## config.mk

```make
export PLATFORM = sky130hd
export DESIGN_NAME = serial_uart
export DESIGN_NICKNAME = d
export VERILOG_FILES = /design/src/rtl/serial_uart.sv
export SDC_FILE = /design/constraint.sdc
export NUM_CORES = 1
export LEC_CHECK = 0
export CORE_MARGIN = 8
export CORE_UTILIZATION = 35
export DETAILED_ROUTE_END_ITERATION = 16
export GPL_ROUTABILITY_DRIVEN = 0
export MAX_ROUTING_LAYER = met4
export PLACE_DENSITY = 0.56
export REMOVE_ABC_BUFFERS = 1
export SKIP_LAST_GASP = 1
export SYNTH_ARGS = -nofsm -noshare
export SYNTH_HDL_FRONTEND = slang
export SYNTH_SLANG_ARGS = --single-unit
```

## constraint.sdc

```tcl
create_clock -name clk -period 5.9 [get_ports clk]
set_clock_uncertainty 0.1 [all_clocks]
set_input_delay 0.885 -clock clk [delete_from_list [all_inputs] [get_ports clk]]
set_output_delay 0.885 -clock clk [all_outputs]
set_load 0.01 [all_outputs]
```

## src/rtl/serial_uart.sv

```systemverilog
// serial_uart: full-duplex 8N1 UART with independent transmitter and receiver.
// Bit period DIV = CLOCK_RATE / BAUD clock cycles. Synchronous active-high reset.
module serial_uart #(
  parameter int CLOCK_RATE = 100000000,
  parameter int BAUD       = 115200
) (
  input  logic       clk,
  input  logic       reset,
  input  logic       serial_in,
  output logic       serial_out,
  input  logic [7:0] as_data_i,
  input  logic       as_dstrb_i,
  output logic       as_busy_o,
  output logic [7:0] as_data_o,
  output logic       as_dstrb_o
);

  localparam int DIV   = CLOCK_RATE / BAUD;
  localparam int HALF  = DIV / 2;
  localparam int CNT_W = $clog2(DIV);

  localparam logic [CNT_W-1:0] DIV_LAST  = CNT_W'(DIV - 1);
  localparam logic [CNT_W-1:0] HALF_LAST = CNT_W'(HALF - 1);
  localparam logic [CNT_W-1:0] CNT_ONE   = CNT_W'(1);

  typedef enum logic [1:0] {TX_IDLE, TX_START, TX_DATA, TX_STOP} tx_state_t;
  typedef enum logic [2:0] {RX_IDLE, RX_START, RX_DATA, RX_STOP, RX_WAIT_HIGH} rx_state_t;

  // ---------------------------------------------------------------- transmitter
  tx_state_t        r_tx_state;
  tx_state_t        w_tx_next;
  logic [CNT_W-1:0] r_tx_cnt;
  logic [2:0]       r_tx_bit_cnt;
  logic [7:0]       r_tx_shift;
  logic             w_tx_tick;

  assign w_tx_tick = (r_tx_cnt == DIV_LAST);

  // TX state register
  // NOTE: clocked state uses non-blocking (<=) so every flop samples pre-edge values.
  always_ff @(posedge clk) begin
    if (reset) r_tx_state <= TX_IDLE;
    else       r_tx_state <= w_tx_next;
  end

  // TX next-state: a strobe in IDLE starts a frame; each bit lasts DIV cycles
  // NOTE: default assignment first so no path leaves the signal unassigned (no latch).
  always_comb begin
    w_tx_next = r_tx_state;
    unique case (r_tx_state)
      TX_IDLE:  if (as_dstrb_i)                        w_tx_next = TX_START;
      TX_START: if (w_tx_tick)                         w_tx_next = TX_DATA;
      TX_DATA:  if (w_tx_tick && r_tx_bit_cnt == 3'd7) w_tx_next = TX_STOP;
      TX_STOP:  if (w_tx_tick)                         w_tx_next = TX_IDLE;
      default:                                         w_tx_next = TX_IDLE;
    endcase
  end

  // TX outputs: line level and busy decoded from the state
  always_comb begin
    serial_out = 1'b1;
    as_busy_o  = (r_tx_state != TX_IDLE);
    unique case (r_tx_state)
      TX_START: serial_out = 1'b0;
      TX_DATA:  serial_out = r_tx_shift[0];
      default:  serial_out = 1'b1;
    endcase
  end

  // TX datapath: baud counter, bit counter, shift register
  always_ff @(posedge clk) begin
    if (reset) begin
      r_tx_cnt     <= '0;
      r_tx_bit_cnt <= '0;
      r_tx_shift   <= '0;
    end else if (r_tx_state == TX_IDLE) begin
      r_tx_cnt     <= '0;
      r_tx_bit_cnt <= '0;
      if (as_dstrb_i) r_tx_shift <= as_data_i;
    end else begin
      r_tx_cnt <= w_tx_tick ? '0 : r_tx_cnt + CNT_ONE;
      if (r_tx_state == TX_DATA && w_tx_tick) begin
        r_tx_shift   <= {1'b0, r_tx_shift[7:1]};
        r_tx_bit_cnt <= r_tx_bit_cnt + 3'd1;
      end
    end
  end

  // ---------------------------------------------------------------- receiver
  rx_state_t        r_rx_state;
  rx_state_t        w_rx_next;
  logic             r_rx_sync1;
  logic             r_rx_sync2;
  logic             r_rx_prev;
  logic [CNT_W-1:0] r_rx_cnt;
  logic [2:0]       r_rx_bit_cnt;
  logic [7:0]       r_rx_shift;
  logic             w_rx_bit;
  logic             w_rx_fall;
  logic             w_rx_tick;
  logic             w_rx_half;
  logic             w_rx_sample;
  logic             w_rx_accept;

  assign w_rx_bit  = r_rx_sync2;
  assign w_rx_fall = r_rx_prev & ~r_rx_sync2;
  assign w_rx_tick = (r_rx_cnt == DIV_LAST);
  assign w_rx_half = (r_rx_cnt == HALF_LAST);

  // Two-flop synchronizer plus one delayed copy for falling-edge detection; idle high
  always_ff @(posedge clk) begin
    if (reset) begin
      r_rx_sync1 <= 1'b1;
      r_rx_sync2 <= 1'b1;
      r_rx_prev  <= 1'b1;
    end else begin
      r_rx_sync1 <= serial_in;
      r_rx_sync2 <= r_rx_sync1;
      r_rx_prev  <= r_rx_sync2;
    end
  end

  // RX state register
  always_ff @(posedge clk) begin
    if (reset) r_rx_state <= RX_IDLE;
    else       r_rx_state <= w_rx_next;
  end

  // RX next-state: confirm start at mid-bit, 8 data bits, then check stop
  always_comb begin
    w_rx_next = r_rx_state;
    unique case (r_rx_state)
      RX_IDLE:      if (w_rx_fall) w_rx_next = RX_START;
      RX_START:     if (w_rx_half) w_rx_next = w_rx_bit ? RX_IDLE : RX_DATA;
      RX_DATA:      if (w_rx_tick && r_rx_bit_cnt == 3'd7) w_rx_next = RX_STOP;
      RX_STOP:      if (w_rx_tick) w_rx_next = w_rx_bit ? RX_IDLE : RX_WAIT_HIGH;
      RX_WAIT_HIGH: if (w_rx_bit)  w_rx_next = RX_IDLE;
      default:                     w_rx_next = RX_IDLE;
    endcase
  end

  // RX control decodes: data-bit sample strobe and good-stop acceptance
  always_comb begin
    w_rx_sample = (r_rx_state == RX_DATA) && w_rx_tick;
    w_rx_accept = (r_rx_state == RX_STOP) && w_rx_tick && w_rx_bit;
  end

  // RX datapath: counters, shift register, output byte and strobe
  always_ff @(posedge clk) begin
    if (reset) begin
      r_rx_cnt     <= '0;
      r_rx_bit_cnt <= '0;
      r_rx_shift   <= '0;
      as_data_o    <= '0;
      as_dstrb_o   <= 1'b0;
    end else begin
      as_dstrb_o <= w_rx_accept;
      if (w_rx_accept) as_data_o <= r_rx_shift;
      unique case (r_rx_state)
        RX_START:        r_rx_cnt <= w_rx_half ? '0 : r_rx_cnt + CNT_ONE;
        RX_DATA, RX_STOP: r_rx_cnt <= w_rx_tick ? '0 : r_rx_cnt + CNT_ONE;
        default: begin
          r_rx_cnt     <= '0;
          r_rx_bit_cnt <= '0;
        end
      endcase
      if (w_rx_sample) begin
        r_rx_shift   <= {w_rx_bit, r_rx_shift[7:1]};
        r_rx_bit_cnt <= r_rx_bit_cnt + 3'd1;
      end
    end
  end

endmodule

```

==> run_results.csv, run 1 <==
group,metric,value,unit
run_status,outcome,"complete, no violations",
clock_tree,root_buffer,"sky130_fd_sc_hd__clkbuf_8",
sta,final_hold_viol_count,0,
setup_path,critical_path.reg2reg.endpoint,"r_tx_state[0]",
yosys,synth_sequential_area_ratio,0.462,
sta,setup_viol_count_final,0,
yosys,synthDistinctLibCells,45,
yosys,yosys-top-cells-area,"sky130_fd_sc_hd__dfxtp_1 46%, sky130_fd_sc_hd__mux2i_1 9.8%, sky130_fd_sc_hd__nor2_1 8.7%",
sta,timing.final.crit_share,0.525,
sta,final-max-slew-violation-count,0,
final_layout,final-instance-count-excl-fill,392,
placement,dp_cells,378,
sta,final_critical_path_setup_slack,2.80,ns
clock_tree,clock_tree.htree_level_count,3,
setup_path,cp_slowest_cell,"sky130_fd_sc_hd__ha_1",
die,boundaryPins,23,
grt,track_usage,0.0999,
die,die-area,10300,µm²
detailed_routing,wirelength,4570,µm
setup_path,reg2reg_slack,3.53,ns
setup_path,critPathLaunchType,"register",
final_layout,diodes,0,
yosys,asyncSetResetFlopFracSynth,0,
yosys,number_of_enable_flip_flop_cells_after_synthesis,0,
grt,grt_antenna_before_repair,0,
clock_tree,cts_tree,"yes",
detailed_routing,drtIter0Drc,77,
pwr,ir_drop,0.228,mV
placement,placement.setup.worst_slack,3.10,ns
setup_path,crit_required,4.91,ns
sta,transition_at_the_pin_with_the_smallest_max_transition_slack,0.670,ns
final_layout,final_core_utilization,0.422,
setup_path,max_stage_delay,0.60,ns
sta,max_freq,323,MHz
yosys,synth.cell_area,2560,µm²
clock_tree,cts_max_path_buffers,2,
setup_path,timing.critical_path.cells,"inv_1, ha_1, inv_1, clkdlybuf4s50_1",
setup_path,critical_path.most_common_cell,"sky130_fd_sc_hd__inv_1",
clock_tree,cts_setup_buffers,0,
grt,via_count_of_the_first_global_routing_pass,1766,
final_layout,area.sequential,1180,µm²
grt,total_congestion_overflow,0,
final_layout,most-common-layout-cells,"59 x sky130_fd_sc_hd__nor2_1, 59 x sky130_fd_sc_hd__dfxtp_1, 25 x sky130_fd_sc_hd__mux2i_1",
worst_hold_path,hold_class,"reg2reg",
detailed_routing,drcViolationCount,0,
pwr,power_density,326,nW/µm²
flow_run,drv.max_cap_violation_count,0,
setup_path,critical_path.endpoint,"as_busy_o",
clock_tree,numClockSinks,59,
placement,total_half_perimeter_wirelength_after_legalization_and_detailed_placement,3190,µm
detailed_routing,wl_per_cell,11.6,µm
final_layout,flow.area_growth_from_synthesis,18.5,%
die,effective_utilization_at_floorplan,0.356,
yosys,postSynthRegisterBits,59,
grt,pin_count_of_the_biggest_net_entering_global_routing,27,
pwr,power,988,µW
yosys,post-synth-top-area-fraction,0.462,
detailed_routing,dr_total_vias,1814,
placement,numPortBuffers,22,
die,fp.dieH,101,µm
yosys,yosys_most_used_dff,"sky130_fd_sc_hd__dfxtp_1",
clock_tree,post_cts_hold_buffer_count,0,
setup_path,critical_path_start,"r_tx_state[0]",
detailed_routing,drt-pass1-iter-count,4,
clock_tree,cts_inserted_buffers,9,
setup_path,crit_fanout,14,
pwr,static-leakage-power,1.18,nW
die,die_x,101,µm
clock_tree,clk-insertion-delay-late,0.32,ns
detailed_routing,route.detailed.vias_per_inst,4.63,
detailed_routing,final_antenna_net_count,0,
sta,min_period,3.10,ns
yosys,yosys.area.top_type,"sky130_fd_sc_hd__dfxtp_1",
clock_tree,postCtsResizedCells,0,
setup_path,arrival,2.11,ns
grt,grt_pass1_wl,7960,µm
setup_path,timing.reg2reg.worst_path_depth,7,
sta,final.setup.tns,0,ns
yosys,synthesis.instances,266,
final_layout,number_of_fillers_in_the_final_layout,709,
setup_path,critPathCaptureType,"output port",
yosys,synth.avg_cell_area,9.61,µm²
final_layout,fin_nets,313,
final_layout,drive_above_1_share,0.109,
sta,grt_setup_unrepaired,"false",
yosys,ys.warnings.count,0,
setup_path,reg2reg_from,"r_tx_state[0]",
sta,timing.slew.headroom,0.554,
final_layout,multiInputGateArea,1300,µm²
clock_tree,clkTransAtPathRegs,0.06,ns
die,placement_rows,31,
die,total_core_area,7180,µm²
setup_path,crit_type,"reg2out",
worst max-delay path: cells and delay by family, from the launching register on:
kind,cells,cell delay (ns)
adder cells (fa/ha/maj),1,0.60
buffers and inverters,3,0.88
flip-flops,1,0.33
report_power, final:
group,internal (mW),switching (mW)
Combinational,0.0996,0.125
Clock,0.168,0.142
Sequential,0.434,0.0196
per-layer routing:
| layer | share of wire | global-route usage | vias to the layer above |
|---|---|---|---|
| li1 | - | - | 957 |
| met1 | 0.52 | 0.127 | 833 |
| met2 | 0.44 | 0.142 | 22 |
| met3 | 0.024 | 0.0241 | 2 |
| met4 | 0.0092 | 0.0550 | 0 |
| met5 | 0 | - | - |
stage by stage:
step	hold WS, ns	area [µm²]
finish	0.320	3030
global route	0.343	3030
CTS	0.318	3030
detailed placement	0.303	2860
global placement	0.304	2860
floorplan	0.289	2500
Yosys cell counts (2+ instances only):
cell and n:
sky130_fd_sc_hd__inv_1 6, sky130_fd_sc_hd__a21oi_1 4, sky130_fd_sc_hd__dfxtp_1 59, sky130_fd_sc_hd__nor3b_1 2, sky130_fd_sc_hd__nor2b_1 2, sky130_fd_sc_hd__nand2_1 10, sky130_fd_sc_hd__buf_2 2, sky130_fd_sc_hd__a22o_1 2
sky130_fd_sc_hd__ha_1 11, sky130_fd_sc_hd__and3_1 4, sky130_fd_sc_hd__a211oi_2 3, sky130_fd_sc_hd__a211oi_1 4, sky130_fd_sc_hd__xor2_1 7, sky130_fd_sc_hd__mux2i_1 25, sky130_fd_sc_hd__nand3_1 10, sky130_fd_sc_hd__clkbuf_1 7
sky130_fd_sc_hd__nor3_1 7, sky130_fd_sc_hd__a2111oi_0 2, sky130_fd_sc_hd__nor2_1 59, sky130_fd_sc_hd__buf_6 2, sky130_fd_sc_hd__nand2b_1 3, sky130_fd_sc_hd__xnor2_1 10, sky130_fd_sc_hd__or2_2 3
sequential cells by signal (all words and copies together) (netlist names), 2 cells and up:
signal / flops
r_rx_cnt: 10
r_rx_state: 3
r_tx_cnt: 10
r_rx_bit_cnt: 3
as_data_o: 8
r_tx_shift: 8
r_tx_state: 2
r_rx_shift: 8
r_tx_bit_cnt: 3
cell families (layout without fill, tap and decap cells):
family,after synthesis,count (layout),share of synthesized area
xor gates and xnor gates,17,17,0.0582
muxes,26,26,0.102
buffers and inverters,17,44,0.0318
AOI/OAI and AO/OA,25,25,0.0832
DFF,59,59,0.462
and+or+nand+nor,111,111,0.209
adders and majority gates,11,11,0.0538
worst min path at each step:
stage                     slack [ns]  startpoint  cells past startpoint         end
after floorplan                 0.29  r_rx_sync1                      1  r_rx_sync2
after global placement          0.30  r_rx_sync1                      1  r_rx_sync2
after detailed placement        0.30  r_rx_sync1                      1  r_rx_sync2
after CTS                       0.32  r_rx_sync1                      1  r_rx_sync2
after global routing            0.34  r_rx_sync1                      1  r_rx_sync2
final                           0.32  r_rx_sync1                      1  r_rx_sync2
final cells by class:
| class | instances | share of cell area |
|---|---|---|
| clock buffer | 11 | 0.0500 |
| inverter | 6 | 0.00743 |
| timing repair buffer | 24 | 0.0776 |
| clock inverter | 3 | 0.00495 |
| multi-input combinational | 190 | 0.429 |
| sequential | 59 | 0.390 |
| tap | 99 | 0.0409 |
Power figures use the tool's default switching activity.
==> inputs of run 2 (changes only) <==
--- a/config.mk
+++ b/config.mk
@@ -10,7 +10,7 @@
 export DETAILED_ROUTE_END_ITERATION = 16
 export GPL_ROUTABILITY_DRIVEN = 0
 export MAX_ROUTING_LAYER = met4
-export PLACE_DENSITY = 0.56
+export PLACE_DENSITY = 0.58
 export REMOVE_ABC_BUFFERS = 1
 export SKIP_LAST_GASP = 1
 export SYNTH_ARGS = -nofsm -noshare
==> constraint.sdc (replaced) <==
create_clock -name clk -period 2.65 [get_ports clk]
set_clock_uncertainty 0.1 [all_clocks]
set_input_delay 0.3975 -clock clk [delete_from_list [all_inputs] [get_ports clk]]
set_output_delay 0.3975 -clock clk [all_outputs]
set_load 0.01 [all_outputs]
==> run 2 against run 1 <==
Total power grew 130%; wire length grew 3.6%; cell count grew 1.5%; sequential cell count is the same; register-to-register slack lost 3.1 ns; setup slack lost 2.5 ns; die area is the same; sequential power grew 120%; critical endpoint is now serial_out.
==> run_results.csv, run 2 (same netlist as run 1, synthesis figures left out) <==
group,metric,value,unit
run_status,outcome,"complete, no violations",
setup_path,arrival,1.87,ns
die,effective_utilization_at_floorplan,0.356,
pwr,ir_drop,0.417,mV
detailed_routing,drt-pass1-iter-count,4,
sta,min_period,2.37,ns
worst_hold_path,hold_class,"reg2reg",
sta,timing.slew.headroom,0.610,
die,total_core_area,7180,µm²
die,die-area,10300,µm²
placement,numPortBuffers,22,
clock_tree,clk-insertion-delay-late,0.34,ns
setup_path,critPathLaunchType,"register",
worst_hold_path,min-delay-start,"r_rx_sync1",
setup_path,critPathCaptureType,"output port",
setup_path,critical_path.reg2reg.endpoint,"r_tx_shift[4]",
die,die_x,101,µm
detailed_routing,final_antenna_net_count,0,
clock_tree,root_buffer,"sky130_fd_sc_hd__clkbuf_8",
grt,grt_pass1_wl,8490,µm
clock_tree,cts_tree,"yes",
clock_tree,cts_inserted_buffers,9,
die,boundaryPins,23,
final_layout,number_of_fillers_in_the_final_layout,703,
detailed_routing,wirelength,4730,µm
sta,transition_at_the_pin_with_the_smallest_max_transition_slack,0.570,ns
pwr,static-leakage-power,1.20,nW
die,fp.dieH,101,µm
grt,track_usage,0.108,
final_layout,fin_nets,318,
grt,via_count_of_the_first_global_routing_pass,1873,
worst_hold_path,min_delay_worst_endpoint,"r_rx_sync2",
placement,dp_cells,383,
clock_tree,postCtsResizedCells,0,
sta,grt_setup_unrepaired,"false",
setup_path,reg2reg_slack,0.43,ns
setup_path,crit_required,2.15,ns
final_layout,drive_above_1_share,0.124,
grt,total_congestion_overflow,0,
final_layout,diodes,0,
setup_path,timing.reg2reg.worst_path_depth,6,
pwr,power_density,745,nW/µm²
sta,final_hold_viol_count,0,
setup_path,reg2reg_from,"r_tx_cnt[0]",
flow_run,drv.max_cap_violation_count,0,
final_layout,layout_top_registers,"r_rx_cnt (10), r_tx_cnt (10)",
clock_tree,clkTransAtPathRegs,0.07,ns
sta,setup_viol_count_final,0,
sta,final.setup.tns,0,ns
pwr,power,2.30,mW
final_layout,final_core_utilization,0.430,
grt,pin_count_of_the_biggest_net_entering_global_routing,16,
detailed_routing,route.detailed.vias_per_inst,4.71,
sta,max_freq,422,MHz
sta,timing.final.crit_share,0.894,
worst_hold_path,worstHoldPathCells,1,
clock_tree,numClockSinks,59,
final_layout,flow.area_growth_from_synthesis,20.6,%
clock_tree,cts_setup_buffers,0,
clock_tree,cts_max_path_buffers,2,
detailed_routing,drcViolationCount,0,
setup_path,crit_fanout,5,
final_layout,most-common-layout-cells,"59 x sky130_fd_sc_hd__nor2_1, 59 x sky130_fd_sc_hd__dfxtp_1, 25 x sky130_fd_sc_hd__mux2i_1",
detailed_routing,drtIter0Drc,86,
clock_tree,clock_tree.htree_level_count,3,
setup_path,crit_type,"reg2out",
grt,grt_antenna_before_repair,0,
clock_tree,post_cts_hold_buffer_count,0,
final_layout,final-instance-count-excl-fill,398,
detailed_routing,dr_total_vias,1876,
sta,final-max-slew-violation-count,0,
placement,total_half_perimeter_wirelength_after_legalization_and_detailed_placement,3290,µm
detailed_routing,wl_per_cell,11.9,µm
die,placement_rows,31,
[run 2: report_power, final]
part / switching, mW / total, mW / internal (mW)
Sequential: 0.0476 / 1.01 / 0.966
Combinational: 0.284 / 0.516 / 0.232
Clock: 0.343 / 0.769 / 0.425
Total: 0.675 / 2.30 / 1.62
[run 2: worst max-delay path by stage]
stage / cells past startpoint / end / slack (ns) / start
2_1_floorplan: 4 / as_data_o[0] / 0.05 / r_rx_cnt[8]
3_3_place_gp: 6 / r_tx_shift[7] / 0.50 / r_tx_cnt[0]
3_5_place_dp: 6 / r_tx_shift[4] / 0.43 / r_tx_cnt[0]
4_1_cts: 6 / serial_out / 0.25 / r_tx_state[0]
5_1_grt: 6 / serial_out / 0.10 / r_tx_state[0]
6_report: 6 / serial_out / 0.28 / r_tx_state[0]
[run 2: through the flow]
| stage | hold slack [ns] | instance area (µm²) | worst slack, ns |
|---|---|---|---|
| after floorplan | 0.289 | 2500 | 0.0474 |
| after global placement | 0.293 | 2900 | 0.499 |
| after detailed placement | 0.294 | 2900 | 0.426 |
| after CTS | 0.310 | 3080 | 0.250 |
| after global routing | 0.324 | 3080 | 0.100 |
| final | 0.310 | 3080 | 0.280 |
[run 2: layout make-up]
class                      count  area [µm²]  share of cell area
clock buffer                  10         128              0.0414
clock inverter                 5        55.1              0.0178
inverter                       6        22.5             0.00730
multi-input combinational    190        1300               0.422
sequential                    59        1180               0.383
tap                           99         124              0.0402
timing repair buffer          29         273              0.0884
[run 2: worst max-delay path, cell delays in order, from the launching register on]
cell and delay, ns:
sky130_fd_sc_hd__dfxtp_1 0.37, sky130_fd_sc_hd__inv_1 0.09, sky130_fd_sc_hd__ha_1 0.21, sky130_fd_sc_hd__inv_1 0.13, sky130_fd_sc_hd__nor2_1 0.05, sky130_fd_sc_hd__a21oi_1 0.12
sky130_fd_sc_hd__clkdlybuf4s50_1 0.56
[run 2: routing by layer]
layer / track usage / part of all wire
met5: - / 0
met4: 0.0687 / 0.027
met3: 0.0323 / 0.028
met2: 0.150 / 0.43
met1: 0.133 / 0.52
==> inputs of run 3 (changes only) <==
--- a/config.mk
+++ b/config.mk
@@ -5,7 +5,7 @@
 export SDC_FILE = /design/constraint.sdc
 export NUM_CORES = 1
 export LEC_CHECK = 0
-export CORE_MARGIN = 8
+export CORE_MARGIN = 2
 export CORE_UTILIZATION = 35
 export DETAILED_ROUTE_END_ITERATION = 16
 export GPL_ROUTABILITY_DRIVEN = 0
==> run 3 against run 2 <==
Clock power grew 5.9%; fmax increased by 1.6%; critical endpoint unchanged; first-iteration DRC count decreased by 21%; utilization up 0.052 points; design area grew 0.12%; sequential cell count stayed put; cell count shrank 0.25%.
==> run_results.csv, run 3 (same netlist as run 1, synthesis figures left out) <==
group,metric,value,unit
final_layout,flow.area_growth_from_synthesis,20.7,%
detailed_routing,drcViolationCount,0,
sta,setup_viol_count_final,0,
final_layout,drive_above_1_share,0.117,
worst_hold_path,min_delay_worst_endpoint,"r_rx_sync2",
grt,pin_count_of_the_biggest_net_entering_global_routing,16,
detailed_routing,wirelength,4570,µm
clock_tree,postCtsResizedCells,0,
setup_path,timing.critical_path.cells,"inv_1, ha_1, inv_1, nor2_1, a21oi_1, clkdlybuf4s50_1",
final_layout,fin_nets,317,
sta,final_critical_path_setup_slack,0.317,ns
final_layout,layout_top_registers,"r_rx_cnt (10), r_tx_cnt (10)",
detailed_routing,route.detailed.vias_per_inst,4.64,
setup_path,critical_path.reg2reg.endpoint,"r_tx_shift[6]",
die,fp.dieH,89.5,µm
grt,via_count_of_the_first_global_routing_pass,1843,
worst_hold_path,hold_class,"reg2reg",
final_layout,most-common-layout-cells,"59 x sky130_fd_sc_hd__nor2_1, 59 x sky130_fd_sc_hd__dfxtp_1, 25 x sky130_fd_sc_hd__mux2i_1",
setup_path,critical_path.most_common_cell,"sky130_fd_sc_hd__inv_1",
sta,transition_at_the_pin_with_the_smallest_max_transition_slack,0.511,ns
detailed_routing,final_antenna_net_count,0,
sta,min_period,2.33,ns
final_layout,number_of_fillers_in_the_final_layout,715,
final_layout,diodes,0,
grt,grt_antenna_before_repair,0,
final_layout,final_core_utilization,0.430,
clock_tree,clk-insertion-delay-late,0.33,ns
setup_path,crit_fanout,5,
pwr,static-leakage-power,1.20,nW
sta,grt_setup_unrepaired,"false",
sta,max_freq,429,MHz
die,placement_rows,31,
clock_tree,cts_max_path_buffers,2,
worst_hold_path,min-delay-start,"r_rx_sync1",
clock_tree,post_cts_hold_buffer_count,0,
die,boundaryPins,23,
clock_tree,clock_tree.htree_level_count,3,
setup_path,reg2reg_from,"r_tx_cnt[0]",
clock_tree,cts_tree,"yes",
setup_path,reg2reg_slack,0.36,ns
placement,total_half_perimeter_wirelength_after_legalization_and_detailed_placement,3200,µm
setup_path,cp_slowest_cell,"sky130_fd_sc_hd__clkdlybuf4s50_1",
detailed_routing,dr_total_vias,1842,
flow_run,drv.max_cap_violation_count,0,
clock_tree,numClockSinks,59,
clock_tree,cts_inserted_buffers,9,
grt,grtUsageMet2,0.201,
grt,total_congestion_overflow,0,
sta,final-max-slew-violation-count,0,
run_status,outcome,"complete, no violations",
setup_path,critPathLaunchType,"register",
final_layout,final-instance-count-excl-fill,397,
placement,placement.setup.worst_slack,0.372,ns
setup_path,max_stage_delay,0.55,ns
detailed_routing,wl_per_cell,11.5,µm
setup_path,timing.reg2reg.worst_path_depth,6,
sta,timing.slew.headroom,0.651,
die,die-area,8010,µm²
die,die_x,89.5,µm
die,total_core_area,7180,µm²
placement,dp_cells,382,
detailed_routing,drt-pass1-iter-count,4,
detailed_routing,drtIter0Drc,68,
clock_tree,clkTransAtPathRegs,0.07,ns
setup_path,crit_type,"reg2out",
clock_tree,cts_setup_buffers,0,
placement,numPortBuffers,22,
worst_hold_path,worstHoldPathCells,1,
die,effective_utilization_at_floorplan,0.356,
grt,met3_usage,0.0360,
setup_path,crit_required,2.15,ns
setup_path,arrival,1.84,ns
grt,grt_pass1_wl,8290,µm
pwr,power_density,757,nW/µm²
grt,grtUsageMet1,0.179,
setup_path,critPathCaptureType,"output port",
sta,final_hold_viol_count,0,
sta,hold_slack,0.308,ns
clock_tree,root_buffer,"sky130_fd_sc_hd__clkbuf_8",
grt,track_usage,0.139,
sta,timing.final.crit_share,0.880,
grt,gr-max-usage-layer,"met2",
sta,final.setup.tns,0,ns
pwr,ir_drop,0.385,mV
[run 3: cell count changes in the layout (fill, tap and decap cells not counted)]
| cell | change |
|---|---|
| sky130_fd_sc_hd__clkbuf_1 | +1 |
| sky130_fd_sc_hd__buf_4 | -1 |
| sky130_fd_sc_hd__clkinvlp_4 | -2 |
| sky130_fd_sc_hd__clkinv_2 | -1 |
| sky130_fd_sc_hd__clkbuf_8 | +2 |
[run 3: critical path: cells and delay by family, from the launching register on]
| family | cells | cell delay, ns |
|---|---|---|
| AND/OR/NAND/NOR | 1 | 0.05 |
| flip-flops | 1 | 0.36 |
| AO/OA/AOI/OAI | 1 | 0.12 |
| adder cells (fa/ha/maj) | 1 | 0.21 |
| buffers and inverters | 3 | 0.77 |
[run 3: power by group]
group | internal (mW) | switching, mW
Combinational | 0.231 | 0.280
Sequential | 0.966 | 0.0462
Clock | 0.480 | 0.334
Total | 1.68 | 0.660
[run 3: how the worst max path moves through the flow]
stage,startpoint,end,slack (ns)
final,r_tx_state[0],serial_out,0.32
after global routing,r_tx_cnt[0],r_tx_shift[6],0.13
after CTS,r_tx_state[0],serial_out,0.28
after detailed placement,r_tx_cnt[0],r_tx_shift[4],0.37
after global placement,r_tx_cnt[0],r_tx_shift[5],0.51
after floorplan,r_rx_cnt[8],as_data_o[0],0.05
[run 3: area by class of cell]
class                      instances  area [µm²]  area share
multi-input combinational        190        1300       0.421
sequential                        59        1180       0.382
timing repair buffer              28         265      0.0859
clock buffer                      13         159      0.0515
tap                               99         124      0.0401
clock inverter                     2        35.0      0.0113
inverter                           6        22.5     0.00729
[run 3: metal layers]
metal / wire (µm) / part of all wire
met5: 0 / 0
met4: 94 / 0.021
met3: 121 / 0.026
met2: 1990 / 0.44
met1: 2360 / 0.52
[run 3: through the flow]
stage,instance area (µm²),total power [mW]
floorplan,2500,1.39
global placement,2890,1.53
detailed placement,2890,1.55
CTS,3090,2.38
global route,3090,2.48
finish,3090,2.34
